$ cat config.mk
export PLATFORM = sky130hd
export DESIGN_NAME = wram_xfer_sequencer_flat
export DESIGN_NICKNAME = d
export VERILOG_FILES = /design/src/rtl/wram_xfer_sequencer_if.sv /design/src/rtl/wram_xfer_sequencer.sv /design/src/flat_wrapper.sv
export SDC_FILE = /design/constraint.sdc
export NUM_CORES = 1
export LEC_CHECK = 0
export ABC_AREA = 1
export BUFFER_PORTS_ARGS = -buffer_cell sky130_fd_sc_hd__clkbuf_2
export CORE_ASPECT_RATIO = 0.75
export CORE_MARGIN = 3
export CORE_UTILIZATION = 52
export DETAILED_ROUTE_END_ITERATION = 8
export PLACE_DENSITY = 0.79
export RECOVER_POWER = 25
export SYNTH_ARGS = -nofsm -noshare
export SYNTH_HDL_FRONTEND = slang
export SYNTH_SLANG_ARGS = --single-unit
$ cat constraint.sdc
create_clock -name i_clk -period 2.5 [get_ports i_clk]
set_clock_uncertainty 0.1 [all_clocks]
set_input_delay 0.5 -clock i_clk [delete_from_list [all_inputs] [get_ports i_clk]]
set_output_delay 0.5 -clock i_clk [all_outputs]
set_load 0.1 [all_outputs]
$ cat src/rtl/wram_xfer_sequencer_if.sv
// Bus bundle for the WRAM transfer sequencer: control, RV arbiter
// port, save stream and load stream.
interface wram_xfer_sequencer_if;
    logic        i_start;
    logic        i_dir;
    logic        i_abort;
    logic        o_busy;
    logic        o_done;
    logic        o_error;
    logic        o_wram_load_ongoing;
    logic        o_wram_save_ongoing;
    logic [22:0] o_rv_addr;
    logic        o_rv_word;
    logic [31:0] o_rv_wdata;
    logic [1:0]  o_rv_ds;
    logic [3:0]  o_rv_wstrb;
    logic        o_rv_req;
    logic        i_rv_req_ack;
    logic [15:0] i_rv_dout;
    logic [7:0]  o_sv_data;
    logic        o_sv_valid;
    logic        i_sv_ready;
    logic [7:0]  i_ld_data;
    logic        i_ld_valid;
    logic        o_ld_ready;

    modport master (
        input  i_start, i_dir, i_abort,
        input  i_rv_req_ack, i_rv_dout,
        input  i_sv_ready, i_ld_data, i_ld_valid,
        output o_busy, o_done, o_error,
        output o_wram_load_ongoing, o_wram_save_ongoing,
        output o_rv_addr, o_rv_word, o_rv_wdata,
        output o_rv_ds, o_rv_wstrb, o_rv_req,
        output o_sv_data, o_sv_valid, o_ld_ready
    );

    modport slave (
        output i_start, i_dir, i_abort,
        output i_rv_req_ack, i_rv_dout,
        output i_sv_ready, i_ld_data, i_ld_valid,
        input  o_busy, o_done, o_error,
        input  o_wram_load_ongoing, o_wram_save_ongoing,
        input  o_rv_addr, o_rv_word, o_rv_wdata,
        input  o_rv_ds, o_rv_wstrb, o_rv_req,
        input  o_sv_data, o_sv_valid, o_ld_ready
    );
endinterface

$ cat src/rtl/wram_xfer_sequencer.sv
// Byte-wise WRAM save/load sequencer: moves XFER_SIZE bytes between
// the SDRAM arbiter (toggle request/ack) and an 8-bit stream.
module wram_xfer_sequencer #(
    parameter logic [22:0] BASE_ADDR   = 23'h706000,
    parameter int          XFER_SIZE   = 'h2000,
    parameter int          ACK_TIMEOUT = 255
) (
    input  logic                          i_clk,
    input  logic                          i_reset,
    wram_xfer_sequencer_if.master         bus
);

    localparam int          TW       = $clog2(ACK_TIMEOUT + 1);
    localparam logic [12:0] LAST_IDX = 13'(XFER_SIZE - 1);
    localparam logic [TW-1:0] TMO_END = TW'(ACK_TIMEOUT - 1);

    typedef enum logic [2:0] {
        IDLE,
        LD_WAIT,
        REQ,
        WAIT_ACK,
        SV_PUSH,
        NEXT,
        FIN
    } state_t;

    state_t        state, state_n;
    logic          dir, dir_n;
    logic [12:0]   idx, idx_n;
    logic          err, err_n;
    logic          abort_q, abort_n;
    logic [TW-1:0] tmo, tmo_n;
    logic [7:0]    ld_byte, ld_byte_n;
    logic [7:0]    sv_data, sv_data_n;
    logic          rv_req, rv_req_n;
    logic [22:0]   rv_addr, rv_addr_n;
    logic [31:0]   rv_wdata, rv_wdata_n;
    logic [1:0]    rv_ds, rv_ds_n;
    logic [3:0]    rv_wstrb, rv_wstrb_n;
    logic          ack_seen;

    assign ack_seen = (bus.i_rv_req_ack == rv_req);

    // Next-state logic; request fields are latched on entry to REQ
    // so they stay frozen until the arbiter acknowledges.
    always_comb begin
        state_n    = state;
        dir_n      = dir;
        idx_n      = idx;
        err_n      = err;
        abort_n    = abort_q;
        tmo_n      = tmo;
        ld_byte_n  = ld_byte;
        sv_data_n  = sv_data;
        rv_req_n   = rv_req;
        rv_addr_n  = rv_addr;
        rv_wdata_n = rv_wdata;
        rv_ds_n    = rv_ds;
        rv_wstrb_n = rv_wstrb;

        unique case (state)
            IDLE: begin
                abort_n = 1'b0;
                if (bus.i_start) begin
                    dir_n   = bus.i_dir;
                    idx_n   = '0;
                    err_n   = 1'b0;
                    state_n = bus.i_dir ? LD_WAIT : REQ;
                end
            end
            LD_WAIT: begin
                if (bus.i_abort) begin
                    state_n = IDLE;
                end else if (bus.i_ld_valid) begin
                    ld_byte_n = bus.i_ld_data;
                    state_n   = REQ;
                end
            end
            REQ: begin
                abort_n  = abort_q | bus.i_abort;
                tmo_n    = '0;
                rv_req_n = ~rv_req;
                state_n  = WAIT_ACK;
            end
            WAIT_ACK: begin
                abort_n = abort_q | bus.i_abort;
                if (ack_seen) begin
                    if (abort_n) begin
                        state_n = IDLE;
                    end else if (dir) begin
                        state_n = NEXT;
                    end else begin
                        sv_data_n = rv_addr[0] ? bus.i_rv_dout[15:8]
                                               : bus.i_rv_dout[7:0];
                        state_n   = SV_PUSH;
                    end
                end else if (tmo == TMO_END) begin
                    err_n   = 1'b1;
                    state_n = abort_n ? IDLE : FIN;
                end else begin
                    tmo_n = tmo + 1'b1;
                end
            end
            SV_PUSH: begin
                if (bus.i_abort) begin
                    state_n = IDLE;
                end else if (bus.i_sv_ready) begin
                    state_n = NEXT;
                end
            end
            NEXT: begin
                if (bus.i_abort) begin
                    state_n = IDLE;
                end else if (idx == LAST_IDX) begin
                    state_n = FIN;
                end else begin
                    idx_n   = idx + 13'd1;
                    state_n = dir ? LD_WAIT : REQ;
                end
            end
            FIN: begin
                state_n = IDLE;
            end
            default: begin
                state_n = IDLE;
            end
        endcase

        if (state_n == REQ) begin
            rv_addr_n  = BASE_ADDR + 23'(idx_n);
            rv_ds_n    = rv_addr_n[0] ? 2'b10 : 2'b01;
            rv_wstrb_n = dir_n ? (4'b0001 << rv_addr_n[1:0]) : 4'b0000;
            rv_wdata_n = {4{ld_byte_n}};
        end
    end

    // State and datapath registers with synchronous reset.
    always_ff @(posedge i_clk) begin
        if (i_reset) begin
            state    <= IDLE;
            dir      <= 1'b0;
            idx      <= '0;
            err      <= 1'b0;
            abort_q  <= 1'b0;
            tmo      <= '0;
            ld_byte  <= '0;
            sv_data  <= '0;
            rv_req   <= 1'b0;
            rv_addr  <= '0;
            rv_wdata <= '0;
            rv_ds    <= '0;
            rv_wstrb <= '0;
        end else begin
            state    <= state_n;
            dir      <= dir_n;
            idx      <= idx_n;
            err      <= err_n;
            abort_q  <= abort_n;
            tmo      <= tmo_n;
            ld_byte  <= ld_byte_n;
            sv_data  <= sv_data_n;
            rv_req   <= rv_req_n;
            rv_addr  <= rv_addr_n;
            rv_wdata <= rv_wdata_n;
            rv_ds    <= rv_ds_n;
            rv_wstrb <= rv_wstrb_n;
        end
    end

    // Status and stream handshake outputs decoded from state.
    always_comb begin
        bus.o_busy              = (state != IDLE);
        bus.o_done              = (state == FIN);
        bus.o_sv_valid          = (state == SV_PUSH);
        bus.o_ld_ready          = (state == LD_WAIT);
        bus.o_wram_load_ongoing = (state != IDLE) && dir;
        bus.o_wram_save_ongoing = (state != IDLE) && !dir;
    end

    assign bus.o_error    = err;
    assign bus.o_rv_addr  = rv_addr;
    assign bus.o_rv_word  = rv_addr[1];
    assign bus.o_rv_wdata = rv_wdata;
    assign bus.o_rv_ds    = rv_ds;
    assign bus.o_rv_wstrb = rv_wstrb;
    assign bus.o_rv_req   = rv_req;
    assign bus.o_sv_data  = sv_data;

endmodule
$ cat src/flat_wrapper.sv
// flat-port wrapper written by rule: the top's interface ports become plain ports
module wram_xfer_sequencer_flat 
#(
    parameter logic [22:0] BASE_ADDR   = 23'h706000,
    parameter int          XFER_SIZE   = 'h2000,
    parameter int          ACK_TIMEOUT = 255
)
  (i_clk, i_reset, bus_i_start, bus_i_dir, bus_i_abort, bus_i_rv_req_ack, bus_i_rv_dout, bus_i_sv_ready, bus_i_ld_data, bus_i_ld_valid, bus_o_busy, bus_o_done, bus_o_error, bus_o_wram_load_ongoing, bus_o_wram_save_ongoing, bus_o_rv_addr, bus_o_rv_word, bus_o_rv_wdata, bus_o_rv_ds, bus_o_rv_wstrb, bus_o_rv_req, bus_o_sv_data, bus_o_sv_valid, bus_o_ld_ready);
  wram_xfer_sequencer_if bus_i ();
  input  logic i_clk;
  input  logic i_reset;
  input wire logic [$bits(bus_i.i_start)-1:0] bus_i_start;
  input wire logic [$bits(bus_i.i_dir)-1:0] bus_i_dir;
  input wire logic [$bits(bus_i.i_abort)-1:0] bus_i_abort;
  input wire logic [$bits(bus_i.i_rv_req_ack)-1:0] bus_i_rv_req_ack;
  input wire logic [$bits(bus_i.i_rv_dout)-1:0] bus_i_rv_dout;
  input wire logic [$bits(bus_i.i_sv_ready)-1:0] bus_i_sv_ready;
  input wire logic [$bits(bus_i.i_ld_data)-1:0] bus_i_ld_data;
  input wire logic [$bits(bus_i.i_ld_valid)-1:0] bus_i_ld_valid;
  output wire logic [$bits(bus_i.o_busy)-1:0] bus_o_busy;
  output wire logic [$bits(bus_i.o_done)-1:0] bus_o_done;
  output wire logic [$bits(bus_i.o_error)-1:0] bus_o_error;
  output wire logic [$bits(bus_i.o_wram_load_ongoing)-1:0] bus_o_wram_load_ongoing;
  output wire logic [$bits(bus_i.o_wram_save_ongoing)-1:0] bus_o_wram_save_ongoing;
  output wire logic [$bits(bus_i.o_rv_addr)-1:0] bus_o_rv_addr;
  output wire logic [$bits(bus_i.o_rv_word)-1:0] bus_o_rv_word;
  output wire logic [$bits(bus_i.o_rv_wdata)-1:0] bus_o_rv_wdata;
  output wire logic [$bits(bus_i.o_rv_ds)-1:0] bus_o_rv_ds;
  output wire logic [$bits(bus_i.o_rv_wstrb)-1:0] bus_o_rv_wstrb;
  output wire logic [$bits(bus_i.o_rv_req)-1:0] bus_o_rv_req;
  output wire logic [$bits(bus_i.o_sv_data)-1:0] bus_o_sv_data;
  output wire logic [$bits(bus_i.o_sv_valid)-1:0] bus_o_sv_valid;
  output wire logic [$bits(bus_i.o_ld_ready)-1:0] bus_o_ld_ready;
  assign bus_i.i_start = bus_i_start;
  assign bus_i.i_dir = bus_i_dir;
  assign bus_i.i_abort = bus_i_abort;
  assign bus_i.i_rv_req_ack = bus_i_rv_req_ack;
  assign bus_i.i_rv_dout = bus_i_rv_dout;
  assign bus_i.i_sv_ready = bus_i_sv_ready;
  assign bus_i.i_ld_data = bus_i_ld_data;
  assign bus_i.i_ld_valid = bus_i_ld_valid;
  assign bus_o_busy = bus_i.o_busy;
  assign bus_o_done = bus_i.o_done;
  assign bus_o_error = bus_i.o_error;
  assign bus_o_wram_load_ongoing = bus_i.o_wram_load_ongoing;
  assign bus_o_wram_save_ongoing = bus_i.o_wram_save_ongoing;
  assign bus_o_rv_addr = bus_i.o_rv_addr;
  assign bus_o_rv_word = bus_i.o_rv_word;
  assign bus_o_rv_wdata = bus_i.o_rv_wdata;
  assign bus_o_rv_ds = bus_i.o_rv_ds;
  assign bus_o_rv_wstrb = bus_i.o_rv_wstrb;
  assign bus_o_rv_req = bus_i.o_rv_req;
  assign bus_o_sv_data = bus_i.o_sv_data;
  assign bus_o_sv_valid = bus_i.o_sv_valid;
  assign bus_o_ld_ready = bus_i.o_ld_ready;
  wram_xfer_sequencer #(.BASE_ADDR(BASE_ADDR), .XFER_SIZE(XFER_SIZE), .ACK_TIMEOUT(ACK_TIMEOUT)) u_core (.i_clk(i_clk), .i_reset(i_reset), .bus(bus_i));
endmodule
==> reports/metrics.yaml <==
status:
  status: "finished, final reports clean"
clocking:
  holdBufCountCts: 0
  cts_buffers: 9
  root_buffer: "clkbuf_8"
  clk_path_buf_depth: 2
  htreeDepth: 3
  clkLatencyLatePin_ps: 360
  post_cts_resized: 0
  post_cts.repair.setup_buffers: 0
  clkSlewWorstSetupHoldPaths_ps: 80
  cts_tree: "done"
  clock-sinks: 71
power:
  vdd_drop_max_uv: 712
  power.leakage_nw: 2.00
  power_density_nw_per_um2: 1010
final_layout:
  nFillCells: 598
  fin_cells: 685
  fin_nets: 634
  final_util_pct: 64.2
  diodes: 0
  syn_to_final_growth_pct: 14.8
  layout-drive-gt1-share_pct: 20.5
run:
  drv_cap: 0
placed_design:
  pre_cts_slack_ps: 284
  globalplace.congestion: 0.880
  hpwl_um: 6470
  dp_cells: 669
  portBuffers: 104
global_route:
  grt.overflow.total: 0
  grt_util_all_layers_pct: 21.9
  grt_max_degree: 32
  grt_pass1_vias: 3130
  grt_pass1_wl_um: 14100
  antenna_found_initial: 0
routing:
  drt_first_pass_iters: 5
  via_per_inst: 4.98
  final_antenna_net_count: 0
  totalWireLength_um: 8670
  vias: 3412
  drt_iter0_markers: 210
  drc: 0
  wl_per_cell_um: 12.7
logic_synthesis:
  ys_ff_latch: 71
  synthTopCellsByCount: "nand2_1, dfxtp_1, nor2_1"
  synth.most_common_cell: "nand2_1"
  synth.area.top_cells: "dfxtp_1, nand2_1, buf_4"
  yosys.area.top_type: "dfxtp_1"
  synthCells: 525
  ys_types: 36
  synth_edf_count: 0
  synth_ff_type: "dfxtp_1"
  syn_avg_cell_area_um2: 6.99
  synth_top_area_share_pct: 38.7
  ys_seq_area_share_pct: 38.7
  yosys_warnings: 0
  async_flop_share_pct: 0
  synth_area_um2: 3670
floorplan:
  core_um2: 6570
  num_rows: 25
  start_util_pct: 55.9
  die_x_um: 103
  chipHeight_um: 78.8
  ios: 110
  dieArea_um2: 8110
worst_setup_path:
  path_max_fanout: 6
  required_ps: 1900
  cp-end-kind: "output pin"
  cp_cell_sequence: "inv_2 > nand2_2 > inv_1 > nor2_1 > clkbuf_2"
  max_stage_delay_ps: 470
  path_delay_family: "buffers and inverters"
  arrival_ps: 1700
  worstSetupStartpointType: "flip-flop"
  cp_slowest_cell: "clkbuf_2"
  critPathKind: "reg -> out"
  worst-path-buf-inv: 3
timing:
  fmax_ghz: 0.434
  maxSlewHeadroom_pct: 21.1
  period_needed_ps: 2300
  hold_violations: 0
  rsz0062_at_grt: "no"
  final.period_utilization_pct: 92.2
  drv_slew: 0
  setup_viol: 0
  worst_pin_slew_ps: 1190
  fin_ws_ps: 196
  fin_setup_tns_ps: 0
worst_hold_path:
  min_path_type: "in -> reg"
sequential cells by signal, indices dropped and copies added, names as in the netlist:
register / flops
u_core.abort_q: 1
u_core.dir: 1
u_core.bus.o_error: 1
u_core.bus.o_rv_req: 1
u_core.bus.o_rv_addr: 14
u_core.bus.o_rv_ds: 1
u_core.idx: 13
u_core.bus.o_sv_data: 8
u_core.bus.o_rv_wdata: 8
u_core.tmo: 8
u_core.bus.o_rv_wstrb: 4
u_core.state: 3
u_core.ld_byte: 8
cell type report:
cell class / instances / area [um^2] / share of cell area, %
clock buffer: 10 / 138 / 3.27
tap: 81 / 101 / 2.40
sequential: 71 / 1420 / 33.7
timing repair buffer: 109 / 527 / 12.5
inverter: 60 / 225 / 5.34
multi-input combinational: 348 / 1690 / 40.0
clock inverter: 6 / 115 / 2.73
tightest hold or removal path, cell delays in order:
cell	delay, ps
clkbuf_2	70
mux2i_1	70
nor2_1	80
placed cells by master, fill, tap and decap left out, types with 2 or more instances in the layout:
| master | netlist | layout |
|---|---|---|
| nor2_2 | 6 | 4 |
| buf_4 | 36 | 4 |
| inv_2 | 5 | 4 |
| or2_2 | 2 | 2 |
| conb_1 | 1 | 5 |
| nand3_1 | 29 | 30 |
| inv_6 | 0 | 2 |
| nor3_2 | 1 | 2 |
| nand3_2 | 4 | 3 |
| inv_1 | 54 | 55 |
| dfxtp_1 | 71 | 71 |
| a21oi_1 | 37 | 37 |
| clkbuf_1 | 10 | 23 |
| o21ai_1 | 5 | 5 |
| xnor2_1 | 2 | 2 |
| nand2_1 | 112 | 112 |
| ha_1 | 3 | 3 |
| mux2i_1 | 8 | 8 |
| nor3_1 | 11 | 10 |
| clkbuf_8 | 0 | 10 |
| nand2_4 | 2 | 2 |
| o21ai_0 | 33 | 33 |
| and2_1 | 2 | 2 |
| nand3b_1 | 2 | 2 |
| xor2_1 | 3 | 3 |
| nor2_1 | 70 | 72 |
| a211oi_1 | 2 | 2 |
| nand2_2 | 2 | 2 |
| clkbuf_2 | 0 | 82 |
| bufinv_16 | 0 | 3 |
worst paths after layout:
path | from | endpoint | slack, ps | depth (start not counted)
setup / recovery | u_core.state[2] | bus_o_wram_load_ongoing | 200 | 5
hold / removal | bus_i_ld_data[0] | u_core.ld_byte[0] | 290 | 3
setup reg to reg | u_core.idx[0] | u_core.bus.o_rv_addr[11] | 260 | 10
hold reg to reg | u_core.bus.o_sv_data[3] | u_core.bus.o_sv_data[3] | 350 | 2
per-stage QoR:
stage                     hold WS, ps  total power [mW]  instance area, um^2
final                             294              4.27                 4210
after global routing              298              4.44                 4210
after CTS                         291              4.31                 4260
after detailed placement          336              3.16                 4000
after global placement            331              3.14                 4000
after floorplan                   344              3.03                 3690
routing by layer:
layer / routed length (um) / share of wire, % / track usage [%]
met2: 4050 / 47 / 34.9
met5: 0 / 0 / 0
met3: 483 / 5.6 / 6.32
met4: 136 / 1.6 / 6.99
met1: 3990 / 46 / 28.6
cell families after synthesis:
family	share of synthesized area, %
mux	2.18
compound gates	10.8
other cells	0.102
buf+inv	15.6
fa+ha+maj	1.02
flops	38.7
simple gates	30.3
xor+xnor	1.19
report_power, final:
part	internal, mW	switching [mW]	leakage [nW]
logic	0.231	1.60	1.30
clock network	0.697	0.455	0.124
registers	1.21	0.0704	0.577
total	2.14	2.13	2.00
Power figures use the tool's default switching activity.
